[src/rtl/uart_pkg.sv]
// Shared UART definitions: receiver state encoding, default line settings and
// the oversampling divider calculation used by both link directions.
package uart_pkg;

  typedef enum logic [1:0] {
    IDLE,
    START,
    DATA,
    STOP
  } uart_state_e;

  localparam int unsigned DEFAULT_F_IN       = 50_000_000;
  localparam int unsigned DEFAULT_BAUD       = 9600;
  localparam int unsigned DEFAULT_OVERSAMPLE = 16;

  // System clocks per oversampling tick, truncated.
  function automatic int unsigned calc_div(input int unsigned f_in,
                                           input int unsigned baud,
                                           input int unsigned oversample);
    return f_in / (baud * oversample);
  endfunction

endpackage

[src/rtl/uart_tick_gen.sv]
// Free-running divider producing a one-cycle enable every DIV clocks; reload
// restarts the count so the tick phase can be aligned to an external event.
module uart_tick_gen #(
  parameter int unsigned DIV = 325
) (
  input  logic in_clk,
  input  logic nrst,
  input  logic reload,
  output logic tick
);

  localparam int unsigned CW = (DIV > 1) ? $clog2(DIV) : 1;
  localparam logic [CW-1:0] LAST = CW'(DIV - 1);

  logic [CW-1:0] cnt;

  assign tick = (cnt == LAST);

  // NOTE: sequential state uses non-blocking assignments so every flop samples
  // pre-edge values regardless of block ordering.
  always_ff @(posedge in_clk or negedge nrst) begin
    if (!nrst) begin
      cnt <= '0;
    end else if (reload || tick) begin
      cnt <= '0;
    end else begin
      cnt <= cnt + 1'b1;
    end
  end

endmodule

[src/rtl/uart_rx.sv]
// 8N1-style UART receiver: synchronises rx, detects the start edge, samples
// each bit mid-period with an oversampling tick and reports bytes or stop errors.
module uart_rx
  import uart_pkg::*;
#(
  parameter int unsigned F_IN       = DEFAULT_F_IN,
  parameter int unsigned BAUD       = DEFAULT_BAUD,
  parameter int unsigned OVERSAMPLE = DEFAULT_OVERSAMPLE,
  parameter int unsigned DATA_BITS  = 8
) (
  input  logic                 in_clk,
  input  logic                 nrst,
  input  logic                 rx,
  output logic [DATA_BITS-1:0] data,
  output logic                 valid,
  output logic                 frame_err,
  output logic                 busy
);

  localparam int unsigned DIV = calc_div(F_IN, BAUD, OVERSAMPLE);
  localparam int unsigned SW  = $clog2(OVERSAMPLE);
  localparam int unsigned BW  = (DATA_BITS > 1) ? $clog2(DATA_BITS + 1) : 1;

  localparam logic [SW-1:0] SAMP_MID  = SW'(OVERSAMPLE / 2 - 1);
  localparam logic [SW-1:0] SAMP_LAST = SW'(OVERSAMPLE - 1);
  localparam logic [BW-1:0] BIT_LAST  = BW'(DATA_BITS - 1);

  uart_state_e          state;
  logic                 rx_meta;
  logic                 rx_s;
  logic                 rx_prev;
  logic                 armed;
  logic [SW-1:0]        samp;
  logic [BW-1:0]        bit_cnt;
  logic [DATA_BITS-1:0] shift;
  logic                 tick;
  logic                 start_det;

  // NOTE: the synchroniser resets to the idle line level (1) so releasing
  // reset with rx high never looks like a start edge.
  always_ff @(posedge in_clk or negedge nrst) begin
    if (!nrst) begin
      rx_meta <= 1'b1;
      rx_s    <= 1'b1;
      rx_prev <= 1'b1;
    end else begin
      rx_meta <= rx;
      rx_s    <= rx_meta;
      rx_prev <= rx_s;
    end
  end

  assign start_det = (state == IDLE) && armed && rx_prev && !rx_s;

  uart_tick_gen #(
    .DIV (DIV)
  ) u_tick_gen (
    .in_clk (in_clk),
    .nrst   (nrst),
    .reload (start_det),
    .tick   (tick)
  );

  always_ff @(posedge in_clk or negedge nrst) begin
    if (!nrst) begin
      state     <= IDLE;
      samp      <= '0;
      bit_cnt   <= '0;
      shift     <= '0;
      data      <= '0;
      valid     <= 1'b0;
      frame_err <= 1'b0;
      busy      <= 1'b0;
      armed     <= 1'b1;
    end else begin
      valid     <= 1'b0;
      frame_err <= 1'b0;
      case (state)
        IDLE: begin
          busy <= 1'b0;
          if (rx_s) armed <= 1'b1;
          if (start_det) begin
            state <= START;
            samp  <= '0;
            busy  <= 1'b1;
          end
        end
        START: if (tick) begin
          if (samp == SAMP_MID) begin
            samp <= '0;
            if (!rx_s) begin
              state   <= DATA;
              bit_cnt <= '0;
            end else begin
              state <= IDLE;  // start bit did not hold to mid-bit: a glitch
              busy  <= 1'b0;
            end
          end else begin
            samp <= samp + 1'b1;
          end
        end
        DATA: if (tick) begin
          if (samp == SAMP_LAST) begin
            samp    <= '0;
            shift   <= DATA_BITS'({rx_s, shift} >> 1);
            bit_cnt <= bit_cnt + 1'b1;
            if (bit_cnt == BIT_LAST) state <= STOP;
          end else begin
            samp <= samp + 1'b1;
          end
        end
        STOP: if (tick) begin
          if (samp == SAMP_LAST) begin
            // Leaving at mid stop bit lets an immediately following start edge be seen.
            state <= IDLE;
            samp  <= '0;
            busy  <= 1'b0;
            if (rx_s) begin
              data  <= shift;
              valid <= 1'b1;
            end else begin
              frame_err <= 1'b1;
              armed     <= 1'b0;
            end
          end else begin
            samp <= samp + 1'b1;
          end
        end
        default: state <= IDLE;
      endcase
    end
  end

endmodule

[config.mk]
export PLATFORM = sky130hd
export DESIGN_NAME = uart_rx
export DESIGN_NICKNAME = d
export VERILOG_FILES = /design/src/rtl/uart_pkg.sv /design/src/rtl/uart_tick_gen.sv /design/src/rtl/uart_rx.sv
export SDC_FILE = /design/constraint.sdc
export NUM_CORES = 1
export LEC_CHECK = 0
export ABC_AREA = 1
export BUFFER_PORTS_ARGS = -buffer_cell sky130_fd_sc_hd__buf_2
export CORE_UTILIZATION = 54
export DETAILED_ROUTE_END_ITERATION = 12
export GPL_ROUTABILITY_DRIVEN = 0
export PLACE_DENSITY = 0.78
export SYNTH_ARGS = -nofsm -noshare
export SYNTH_HDL_FRONTEND = slang
export SYNTH_SLANG_ARGS = --single-unit
[constraint.sdc]
create_clock -name in_clk -period 1.47 [get_ports in_clk]
set_input_delay 0.2205 -clock in_clk [delete_from_list [all_inputs] [get_ports in_clk]]
set_output_delay 0.2205 -clock in_clk [all_outputs]
set_load 0.005 [all_outputs]
# --- After elaboration in Yosys (flattened, before gate mapping) ---
# Cells that the tools add are included.
op_classes:
  muxes: 43
  add_sub_neg: 3
  n_reduce_logical: 17
  n_eq_ne: 20
op_table:
  columns: ["cell", "n"]
  rows:
  - ["$mux W4", 10]
  - ["$mux W1", 18]
  - ["$mux W2", 9]
  - ["$ne A2 B2 Y1 const B", 8]
  - ["$pmux W4 S3", 1]
  - ["$reduce_and A6 Y1", 2]
  - ["$ne A2 B1 Y1 const B", 5]
  - ["$add A9 B1 Y9 const B", 1]
  - ["$eq A9 B9 Y1 const B", 1]
  - ["$mux W9", 1]
  - ["$add A4 B1 Y4 const B", 2]
  - ["$eq A4 B3 Y1 const B", 2]
  - ["$pmux W2 S4", 1]
  - ["$pmux W4 S2", 1]
  - ["$reduce_and A8 Y1", 1]
  - ["$reduce_and A3 Y1", 2]
  - ["$reduce_and A5 Y1", 1]
  - ["$eq A2 B2 Y1 const B", 2]
  - ["$eq A4 B4 Y1 const B", 1]
  - ["$reduce_and A4 Y1", 1]
  - ["$reduce_bool A2 Y1", 2]
  - ["$logic_and A1 B1 Y1", 3]
  - ["$pmux W1 S3", 1]
  - ["$reduce_bool A3 Y1", 1]
  - ["6 further kinds", 6]
totals:
  regBits: 42
  out_inout_bits: 11
  in_bits: 3

# --- Longest topological paths before layout ---
# Gate-level depths: netlist (run 1).
logic_depth:
  depth_word: 6
  mapped_depth: 11
  mapped_depth_nobuf: 11

# --- Hierarchy ---
# From an unflattened synthesis (run 1), not the netlist that was laid out.
unflattened:
  cells_unflattened: 237
  hier_area_um2: 2075.7
modules_own_cells:
  columns: ["module", "n_inst", "cells_each", "area_each_um2"]
  rows:
  - ["uart_rx", 1, 168, 1559.0]
  - ["uart_tick_gen", 1, 69, 516.7]

# --- Worst setup path before layout (run 1) ---
# No wires, ideal clock.
synth_timing:
  kind: "reg-to-reg"
  startpoint: "register state[0]"
  endpoint: "register samp[0]"
  arrival_time_ns: 1.460
  setup_time_ns: 0.079
  required_ns: 1.391
  path_buffers: 1
  slack_ns: -0.070
  path_stages_with_launch: 9
  period_less_slack_ns: 1.540
  cell_sequence: "dfrtp_1 inv_1 ha_1 buf_4 nor2_1 nand2_1 a21oi_4 nand3_2 mux2i_1"
synth_between:
  elab_chain_len: 6
  elab_cells_between_ends: 13
  cone_classes: "eq/ne (6); mux (1); reduce/logical (6)"
synth_rtl:
  columns: ["item", "line", "source"]
  rows:
  - ["start: declaration", "uart_rx.sv:28", "uart_state_e state;"]
  - ["start signal: assignment", "uart_rx.sv:66", "state <= IDLE;"]
  - ["start signal: assignment", "uart_rx.sv:83", "state <= START;"]
  - ["start signal: assignment", "uart_rx.sv:92", "state <= DATA;"]
  - ["$logic_not A2 Y1", "uart_rx.sv:53, uart_rx.sv:78", null]
  - ["$logic_and A1 B1 Y1 (3 in series)", "uart_rx.sv:53", "assign start_det = (state == IDLE) && armed && rx_prev && !rx_s;"]
  - ["$ne A2 B1 Y1 (no source line)", null, null]
  - ["$reduce_and A3 Y1 (no source line)", null, null]
  - ["end signal: assignment", "uart_rx.sv:99", "samp <= samp + 1'b1;"]
  - ["end signal: assignment", "uart_rx.sv:109", "samp <= samp + 1'b1;"]
  - ["end signal: assignment", "uart_rx.sv:126", "samp <= samp + 1'b1;"]
  - ["end: declaration", "uart_rx.sv:33", "logic [SW-1:0] samp;"]
# Parallel ways exist; a longest one is shown, timed or not.
# A chain may end at the register's enable or synchronous reset.

==> metrics, run 1 <==
status finished, violations left; failing checks setup timing; maximum vdd drop 0.807 mV; Pleak 1.29 nW; register area share after synthesis 0.495; synth unique cells 31; Initial DRT Pass Iterations 4; worst setup skew after layout 0.00820 ns; footprint of the multi-input gates 1190 um^2; DR vias/cell 5.37; synthesized area 2130 um^2; Cells after Synth 234; Routed WL per cell 14.9 um; Post-Synth Adder-Cell Area 0.0528; total CTS buffers 5; CP dominant cell by count nand2_1; synthesized net count 246; storage element area 1060 um^2; hold crit path type reg2reg; ratio of cells with drive above 1 in the final layout 0.471; top cells by area, synth dfrtp_1 45%, nand2_1 8.1%, o21ai_2 6.6%; Hold Violations, Final 0; antenna violations before repair 0; Fillers 237; Post-Layout Cell Count 328; combinational family with the most area after synthesis simple AND/OR/NAND/NOR gates; Synth Area in Compound Gates 0.138; Die Y-Extent 64.9 um; via count 1761; slowest CP cell dfrtp_1; largest net degree at the start of global routing 27; most area-hungry cell type in the Yosys netlist dfrtp_1; fin. max-slew vios 0; Setup Crit Path Kind reg2reg; final setup violation count 30; worst relative slew slack 0.711; CP endpoint kind register; min Tclk post-route 1.66 ns; All-Layer GR Usage 0.223; post-route cell area 2860 um^2; Placed Cells 307; dpl cell area 2360 um^2; Worst Path Required 1.67 ns; RSZ-0062 raised after global routing true; post-synthesis sequential element count 42; Setup TNS -2.61 ns; crit start category register; core area 3720 um^2; die width 64.9 um; Max clock buf depth 2; clk_lat worst skew 0.31 ns; fmax 0.604 GHz; WP data arrival 1.86 ns; area grow syn2layout 34.1%; worst setup margin -0.185 ns; flop2flop setup slack -0.19 ns; dpl hpwl 2710 um; TritonCTS clock tree done; total grt overflow 0; drt drc 0; worst path cell trace ha_1 > nand3_1 > o21ai_0 > nand3_2 > nor2_4 > nand2_1 > nand2_1 > nand2_1; Avg Cell Area, Syn 9.12 um^2; number of global-route vias before repair 1622; Yosys warning count 0; top cell type's share of synthesized area 0.445; H-tree level count 2; CTS clk-pin slew, worst paths 0.08 ns; worst hold slack 0.354 ns; CP max stage delay 0.41 ns; Routed WL 4880 um; IO buf count 13; # rows 22; final worst path period share 1.13; Pwr Density 1420 nW/um^2; first-pass GRT wire length 7090 um; DR iter-0 viols 128; clock root cell clkbuf_8; mux cell area share after synthesis 0.00469; Least-Margin Pin Slew 0.434 ns; Diodes inserted 0; maxcap violations 0; DIE AREA 4210 um^2; xor-xnor portion of the synthesized cell area 0.00821; remaining antenna violation count 0; crit path max fanout 4; I/O pin count 14; Initial Utilization 0.574; Simple-Gate Fraction of Synth Area 0.223; # clock sinks 42; nets 291
-- Yosys cell counts --
| cell type | n |
|---|---|
| inv_2 | 2 |
| a21oi_1 | 8 |
| nor2_1 | 15 |
| a31oi_1 | 1 |
| nand2_2 | 5 |
| nand2_4 | 3 |
| o22ai_1 | 1 |
| nand3_2 | 3 |
| buf_6 | 2 |
| nor3b_1 | 2 |
| mux2i_1 | 1 |
| nand3_1 | 14 |
| a22oi_1 | 1 |
| inv_1 | 33 |
| a21oi_4 | 1 |
| nor3_1 | 5 |
| nand4_1 | 1 |
| nor2_2 | 1 |
| nand2_1 | 46 |
| dfrtp_1 | 38 |
| o21ai_2 | 16 |
| nand3b_1 | 1 |
| xor2_1 | 2 |
| buf_4 | 1 |
| nor2_4 | 2 |
| o21a_1 | 1 |
| dfstp_2 | 4 |
| inv_4 | 1 |
| o21ai_0 | 10 |
| ha_1 | 9 |
| o21ai_1 | 4 |
-- stage by stage --
step / utilization / setup slack [ns] / power [mW]
final: 0.770 / -0.185 / 4.07
after global routing: 0.770 / -0.329 / 4.31
after CTS: 0.691 / -0.0510 / 3.74
after detailed placement: 0.635 / -0.133 / 2.66
after global placement: 0.635 / -0.0798 / 2.63
after floorplan: - / -0.00304 / 2.26
-- area by class of cell --
| cell class | count | share of cell area |
|---|---|---|
| multi-input combinational | 155 | 0.417 |
| sequential | 42 | 0.370 |
| timing repair buffer | 39 | 0.0997 |
| inverter | 36 | 0.0533 |
| clock buffer | 5 | 0.0240 |
| tap | 48 | 0.0210 |
| clock inverter | 3 | 0.0153 |
-- power by group --
part / internal [mW] / switching, mW / leakage (nW) / total (mW)
clock: 0.509 / 0.419 / 0.0585 / 0.928
sequential: 1.32 / 0.169 / 0.555 / 1.49
combinational: 0.729 / 0.927 / 0.677 / 1.66
total: 2.56 / 1.52 / 1.29 / 4.07
-- cell usage in the layout (no fill, tap or decap), types with 10 or more instances in the layout --
cell,n
nand2_1,28
dfrtp_1,36
o21ai_2,17
nand3_1,12
nand2_2,18
buf_2,13
nor2_1,10
buf_4,21
inv_1,26
-- sequential cells by signal, indices dropped and copies added (netlist names), 4 cells and up, named ones only --
name            count
bit_cnt             4
samp                4
u_tick_gen.cnt      9
data                8
shift               8
-- worst paths after layout --
path                       startpoint        to  cells after the start
setup / recovery           bit_cnt[0]  register                      8
hold / removal                rx_meta      rx_s                      0
setup reg to reg           bit_cnt[0]  register                      8
hold reg to reg               rx_meta      rx_s                      0
max in group asynchronous        nrst   rx_prev                      3
min in group asynchronous        nrst   data[2]                      2
-- per-layer routing --
layer / part of all wire / track usage / up-vias
li1: - / - / 847
met1: 0.42 / 0.277 / 848
met2: 0.50 / 0.359 / 47
met3: 0.041 / 0.0616 / 19
met4: 0.038 / 0.100 / 0
met5: 0 / 0 / -
-- logic make-up after synthesis --
family | Yosys count
compound gates | 43
simple gates | 98
buf+inv | 39
flops | 42
xor+xnor | 2
mux | 1
fa+ha+maj | 9
-- what timing repair did --
| item | CTS | global route |
|---|---|---|
| cloned | 0 | 2 |
| buffers inserted | 3 | 6 |
| gates resized for setup | 16 | 60 |
| endpoints found under the setup margin | 27 | 35 |
| hold buffers | 1 | 1 |
| endpoints found under the hold margin | 16 | 1 |
| pin swaps | 6 | 7 |
-- worst max-delay path, delay by kind of cell (launching register included) --
kind | cells | cell delay, ns
AND/OR/NAND/NOR | 6 | 0.64
adder cells (fa/ha/maj) | 1 | 0.23
flip-flops | 1 | 0.41
AO/OA/AOI/OAI | 1 | 0.27
No activity file was read; power rests on OpenSTA's default activity.
==> run 2, diff against run 1 <==
- ABC_AREA: 1 -> 0
- CORE_UTILIZATION: 54 -> 53
- CTS_CLUSTER_DIAMETER: default -> 40
- PLACE_DENSITY: 0.78 -> 0.77
- clock period: 1.47 -> 1.5 ns (I/O delays scaled with it)
==> metrics, run 2 <==
status finished, violations left; failing checks setup timing; slowest CP cell dfrtp_1; # clock sinks 42 (unchanged); number of global-route vias before repair 1736 (+7.0%); Hold Violations, Final 0 (unchanged); layer with the highest usage met2; crit path max fanout 3 (-1); CTS clk-pin slew, worst paths 0.08 ns (about the same); final setup violation count 34 (+13%); most frequent cells in the layout 39 x buf_4, 38 x dfrtp_1, 33 x nand2_1, 13 x buf_2, 9 x mux2_2; number of flops mapped to enable cells by yosys 0 (unchanged); pre-CTS setup slack -0.354 ns (-0.221 ns); Pint 2.85 mW (+11%); crit start category register; storage element area 1060 um^2 (-0.24%); antenna violations before repair 0 (unchanged); Setup Crit Path Kind reg2reg; Diodes inserted 0 (unchanged); Pwr Density 1560 nW/um^2 (+9.4%); top cells by area, synth dfrtp_1 48%, nand2_1 7.0%, mux2_2 6.2%; DR iter-0 viols 126 (-1.6%); total grt overflow 0 (unchanged); die width 63.3 um (-2.5%); register area share after synthesis 0.531 (+0.0361); H-tree level count 2 (unchanged); clock share of power 0.203 (-0.025); synth cell count leaders 38 x dfrtp_1, 37 x nand2_1, 12 x nor2_1; total CTS buffers 5 (unchanged); clk_lat worst skew 0.30 ns (about the same); Routed WL 5600 um (+15%); Max clock buf depth 2 (unchanged); most area-hungry cell type in the Yosys netlist dfrtp_1; DIE AREA 4000 um^2 (-4.9%); # rows 21 (-4.5%); RSZ-0062 raised after global routing true; Pleak 1.40 nW (+8.7%); Cells after Synth 189 (-19%); largest net degree at the start of global routing 43 (+59%); Least-Margin Pin Slew 0.510 ns (+0.0765 ns); drt drc 0 (unchanged); WP buf/inv 0 (unchanged); dpl hpwl 2990 um (+10%); footprint of the multi-input gates 1110 um^2 (-6.7%); GR Layer Usage met2 0.470 (+0.111); worst setup margin -0.428 ns (-0.242 ns); Initial DRT Pass Iterations 4 (unchanged); synthesized area 1990 um^2 (-6.8%); Routed WL per cell 18.5 um (+24%); worst setup skew after layout 0.00747 ns (-0.000728 ns); remaining antenna violation count 0 (unchanged); IO buf count 13 (unchanged); CP endpoint kind register; nets 268 (-7.9%); biggest registers after layout u_tick_gen.cnt x9, data x8, shift x8; Avg Cell Area, Syn 10.5 um^2 (+15%); TritonCTS clock tree done; Yosys warning count 0 (unchanged); clock root cell clkbuf_8; met3 Track Usage GR 0.0815 (+0.0199); via count 1722 (-2.2%); I/O pin count 14 (unchanged); core area 3470 um^2 (-6.7%); Worst Path Required 1.68 ns (about the same); WP data arrival 2.11 ns (+0.25 ns); Fillers 177 (-25%); most frequent cell after synthesis dfrtp_1; final worst path period share 1.29 (+0.159); post-synthesis sequential element count 42 (unchanged); commonest non-fill, non-tap cell in the layout buf_4; GR Layer Usage met1 0.302 (+0.0250); synth unique cells 36 (+16%); ys async rst share 1.00 (unchanged); Initial Utilization 0.574 (-0.000818); Die Y-Extent 63.3 um (-2.5%); worst relative slew slack 0.656 (-0.0546); synthesized net count 201 (-18%); fmax 0.519 GHz (-14%); worst path cell trace nor4b_4 > nand3_2 > o31ai_4 > and4bb_2 > mux2_4; critical path's top delay family simple AND/OR/NAND/NOR gates; maximum vdd drop 1.03 mV (+28%); Biggest register u_tick_gen.cnt; All-Layer GR Usage 0.265 (+0.0421); area grow syn2layout 45.0%; top cell type's share of synthesized area 0.478 (+0.0325); switching share of power 0.366 (-0.00601); hold crit path type in2reg; first-pass GRT wire length 8020 um (+13%); max reg flops 9 (unchanged); final core utilization 0.832 (+0.0619); commonest register cell after synthesis dfrtp_1; maxcap violations 0 (unchanged); ratio of cells with drive above 1 in the final layout 0.494 (+0.0227); combinational power share 0.478 (+0.071); min Tclk post-route 1.93 ns (+0.272 ns); DR vias/cell 5.68 (+5.9%); fin. max-slew vios 0 (unchanged); Reg power frac 0.319 (-0.047); CP max stage delay 0.43 ns (+0.02 ns); Psw 1.64 mW (+8.5%); flop2flop setup slack -0.43 ns (-0.24 ns)
==> run 2: changes by cell type in the layout (fill, tap and decap cells not counted), sizes merged, moves of 4 or more <==
cell   delta
xor2      +4
nand2    -19
buf      +26
o21ai    -20
a21oi     -5
nor2      -6
inv      -30
nand3     -6
mux2     +11
and3      +4
==> run 2: area by class of cell <==
class                      count  share of cell area
multi-input combinational    137               0.386
sequential                    42               0.366
inverter                       6             0.00781
tap                           46              0.0199
clock inverter                 2              0.0130
clock buffer                   6              0.0252
timing repair buffer          64               0.183
==> run 2: power by group through the flow <==
stage / logic, mW / clock network, mW / registers [mW]
after global placement: 1.48 / 0 / 1.43
after global routing: 2.31 / 0.958 / 1.45
after CTS: 1.82 / 0.907 / 1.42
final: 2.15 / 0.912 / 1.44
after detailed placement: 1.57 / 0 / 1.44
after floorplan: 0.868 / 0 / 1.47
==> run 2: cells by family (layout without fill, tap and decap cells) <==
family,Yosys count,count (layout),synth area share
compound gates,22,22,0.0660
xor+xnor,7,7,0.0308
fa+ha+maj,9,9,0.0566
buf+inv,10,78,0.0195
flops,42,42,0.531
mux,12,12,0.0673
simple gates,87,87,0.229
==> run 2: worst paths after layout <==
kind,startpoint,cells after the start,endpoint
setup / recovery,u_tick_gen.cnt[3],5,register
hold / removal,rx,1,rx_meta
setup reg to reg,u_tick_gen.cnt[3],5,register
hold reg to reg,rx_meta,0,rx_s
max in group asynchronous,nrst,3,rx_s
min in group asynchronous,nrst,3,u_tick_gen.cnt[6]
==> run 2: per-layer routing <==
metal / vias up / share of wire
li1: 789 / -
met1: 849 / 0.40
met2: 62 / 0.52
met3: 22 / 0.045
met4: 0 / 0.032
met5: - / 0
==> run 2: what timing repair did <==
action,4_1_cts,5_1_grt
hold buffers,1,0
setup buffers,7,3
pin swaps,10,4
gates cloned,0,0
hold endpoints to repair,38,0
setup endpoints to repair,36,38
gates resized for setup,28,26
==> run 2: worst reg2reg max path, cell delays in order, from the launching register on <==
cell and delay [ns]:
dfrtp_1 0.43, nor4b_4 0.41, nand3_2 0.17, o31ai_4 0.22, and4bb_2 0.27, mux2_4 0.31
==> run 2: per-stage QoR <==
step | TNS, ns | std cells | hold slack, ns | area (um^2) | total power [mW]
floorplan | -2.90 | 189 | -0.0706 | 2040 | 2.33
finish | -8.48 | 303 | 0.0196 | 2890 | 4.49
global placement | -2.75 | 284 | 0.211 | 2470 | 2.91
global route | -10.56 | 303 | 0.00352 | 2890 | 4.72
detailed placement | -4.29 | 284 | 0.211 | 2470 | 3.01
CTS | -5.79 | 300 | 0.0125 | 2760 | 4.15
==> run 3, diff against run 2 <==
- CORE_MARGIN: default -> 8
- MAX_ROUTING_LAYER: default -> met4
==> metrics, run 3 (same netlist as run 2, synthesis figures left out) <==
antenna violations before repair 0 (unchanged); fin. max-slew vios 0 (unchanged); # clock sinks 42 (unchanged); All-Layer GR Usage 0.176 (-0.0886); Initial Utilization 0.548 (-0.0261); Routed WL 5430 um (-3.1%); number of global-route vias before repair 1758 (+1.3%); WP data arrival 2.18 ns (+0.07 ns); worst setup skew after layout 0.0103 ns (+0.00284 ns); largest net degree at the start of global routing 26 (-40%); slowest CP cell or4b_1; die width 77.3 um (+22%); RSZ-0062 raised after global routing true; Placed Cells 287 (+1.1%); CTS clk-pin slew, worst paths 0.08 ns (about the same); Routed WL per cell 17.7 um (-4.4%); clock root cell clkbuf_8; core area 3630 um^2 (+4.8%); worst setup margin -0.437 ns (-0.00976 ns); remaining antenna violation count 0 (unchanged); storage element area 1060 um^2 (+0.12%); first-pass GRT wire length 8240 um (+2.8%); Pwr Density 1510 nW/um^2 (-3.0%); most frequent cells in the layout 38 x buf_4, 37 x dfrtp_1, 23 x nand2_1, 13 x buf_2, 11 x buf_6; Biggest register u_tick_gen.cnt; min Tclk post-route 1.94 ns (+0.00976 ns); flop2flop setup slack -0.44 ns (about the same); Setup TNS -8.19 ns (+0.292 ns); drt drc 0 (unchanged); crit path max fanout 4 (+1); hold worst-path end rx_meta; nets 270 (+0.75%); pre-CTS setup slack -0.381 ns (-0.0268 ns); commonest non-fill, non-tap cell in the layout buf_4; final worst path period share 1.29 (+0.00651); final setup violation count 37 (+8.8%); crit start category register; max reg flops 9 (unchanged); worst path cell trace inv_2 > ha_4 > and4b_2 > and2_4 > buf_6 > nand3_4 > or4b_1 > nand3_1; DR iter-0 viols 79 (-37%); Initial DRT Pass Iterations 4 (unchanged); DIE AREA 5970 um^2 (+49%); final core utilization 0.824 (-0.00751); failing checks setup timing; Max clock buf depth 2 (unchanged); H-tree level count 2 (unchanged); Pleak 1.45 nW (+3.5%); Die Y-Extent 77.3 um (+22%); fmax 0.516 GHz (-0.50%); ratio of cells with drive above 1 in the final layout 0.571 (+0.0773); Least-Margin Pin Slew 0.426 ns (-0.0848 ns); footprint of the multi-input gates 1220 um^2 (+9.3%); worst relative slew slack 0.716 (+0.0601); Hold Violations, Final 0 (unchanged); Fillers 194 (+9.6%); CP max stage delay 0.51 ns (+0.08 ns); I/O pin count 14 (unchanged); CP endpoint kind register; Reg2Reg Depth 8 (+3); maximum vdd drop 1.18 mV (+15%); Post-Layout Cell Count 307 (+1.3%); status finished, violations left; dpl hpwl 3050 um (+2.2%); worst hold slack 0.0260 ns (+0.00636 ns); clk_lat worst skew 0.30 ns (about the same); Hold Startpoint rx; total grt overflow 0 (unchanged); TritonCTS clock tree done; via count 1721 (-0.058%); biggest registers after layout u_tick_gen.cnt x9, data x8, shift x8; # rows 22 (+4.8%); reg-to-reg critical path endpoint bit_cnt[3]; maxcap violations 0 (unchanged); total CTS buffers 5 (unchanged); Diodes inserted 0 (unchanged); Setup Crit Path Kind reg2reg; hold crit path type in2reg; WHS Path Cells 1 (unchanged); area grow syn2layout 50.6%; Worst Path Required 1.74 ns (+0.06 ns); DR vias/cell 5.61 (-1.4%); IO buf count 13 (unchanged); worst r2r src u_tick_gen.cnt[0]
## run 3: cell count changes in the layout (fill, tap and decap cells not counted), moves of 3 or more
| cell | before | now |
|---|---|---|
| nand2_2 | 3 | 10 |
| buf_6 | 7 | 11 |
| nand2_4 | 0 | 3 |
| inv_1 | 5 | 2 |
| ha_1 | 6 | 3 |
| inv_2 | 1 | 4 |
| nor2_1 | 5 | 8 |
| nand2_1 | 33 | 23 |
| nor2_2 | 6 | 2 |
## run 3: worst max-delay path, delay by kind of cell, from the launching register on
family        cells  cell delay [ns]
simple gates      5             1.18
flops             1             0.39
fa+ha+maj         1             0.12
buf+inv           2             0.19
## run 3: routing by layer
metal / global-route usage / vias up / wire length [um]
met2: 0.304 / 37 / 2940
met1: 0.189 / 882 / 2170
met4: 0.0566 / 0 / 100
met5: - / - / 0
li1: - / 791 / -
met3: 0.0536 / 11 / 211
## run 3: where the power goes
group | internal (mW) | switching, mW | leakage [nW] | total, mW
logic | 1.19 | 1.14 | 0.847 | 2.33
clock network | 0.370 | 0.397 | 0.0472 | 0.767
registers | 1.31 | 0.123 | 0.558 | 1.43
total | 2.87 | 1.66 | 1.45 | 4.53
## run 3: cell type report
type,count,area share
sequential,42,0.353
clock inverter,2,0.00418
timing repair buffer,66,0.182
tap,48,0.0201
inverter,6,0.00752
multi-input combinational,137,0.406
clock buffer,6,0.0276
## run 3: what timing repair did
action	4_1_cts	5_1_grt
buffers inserted	5	8
endpoints found under the setup margin	35	38
hold endpoints to repair	13	0
gates resized for setup	41	47
hold buffers	1	0
pin swaps	7	26
## run 3: stage by stage
step / power (mW) / cell area (um^2)
2_1_floorplan: 2.33 / 2040
3_3_place_gp: 2.92 / 2480
3_5_place_dp: 3.00 / 2480
4_1_cts: 4.12 / 2770
5_1_grt: 4.79 / 3000
6_report: 4.53 / 3000
## run 3: worst max-delay path by stage
stage                           start         end  slack (ns)  cells after the start
floorplan           u_tick_gen.cnt[0]    register       -0.29                      7
global placement    u_tick_gen.cnt[0]    register       -0.30                      7
detailed placement  u_tick_gen.cnt[0]    register       -0.38                      7
CTS                 u_tick_gen.cnt[1]    register       -0.35                      7
global route        u_tick_gen.cnt[1]    register       -0.49                      7
finish              u_tick_gen.cnt[0]  bit_cnt[3]       -0.44                      8
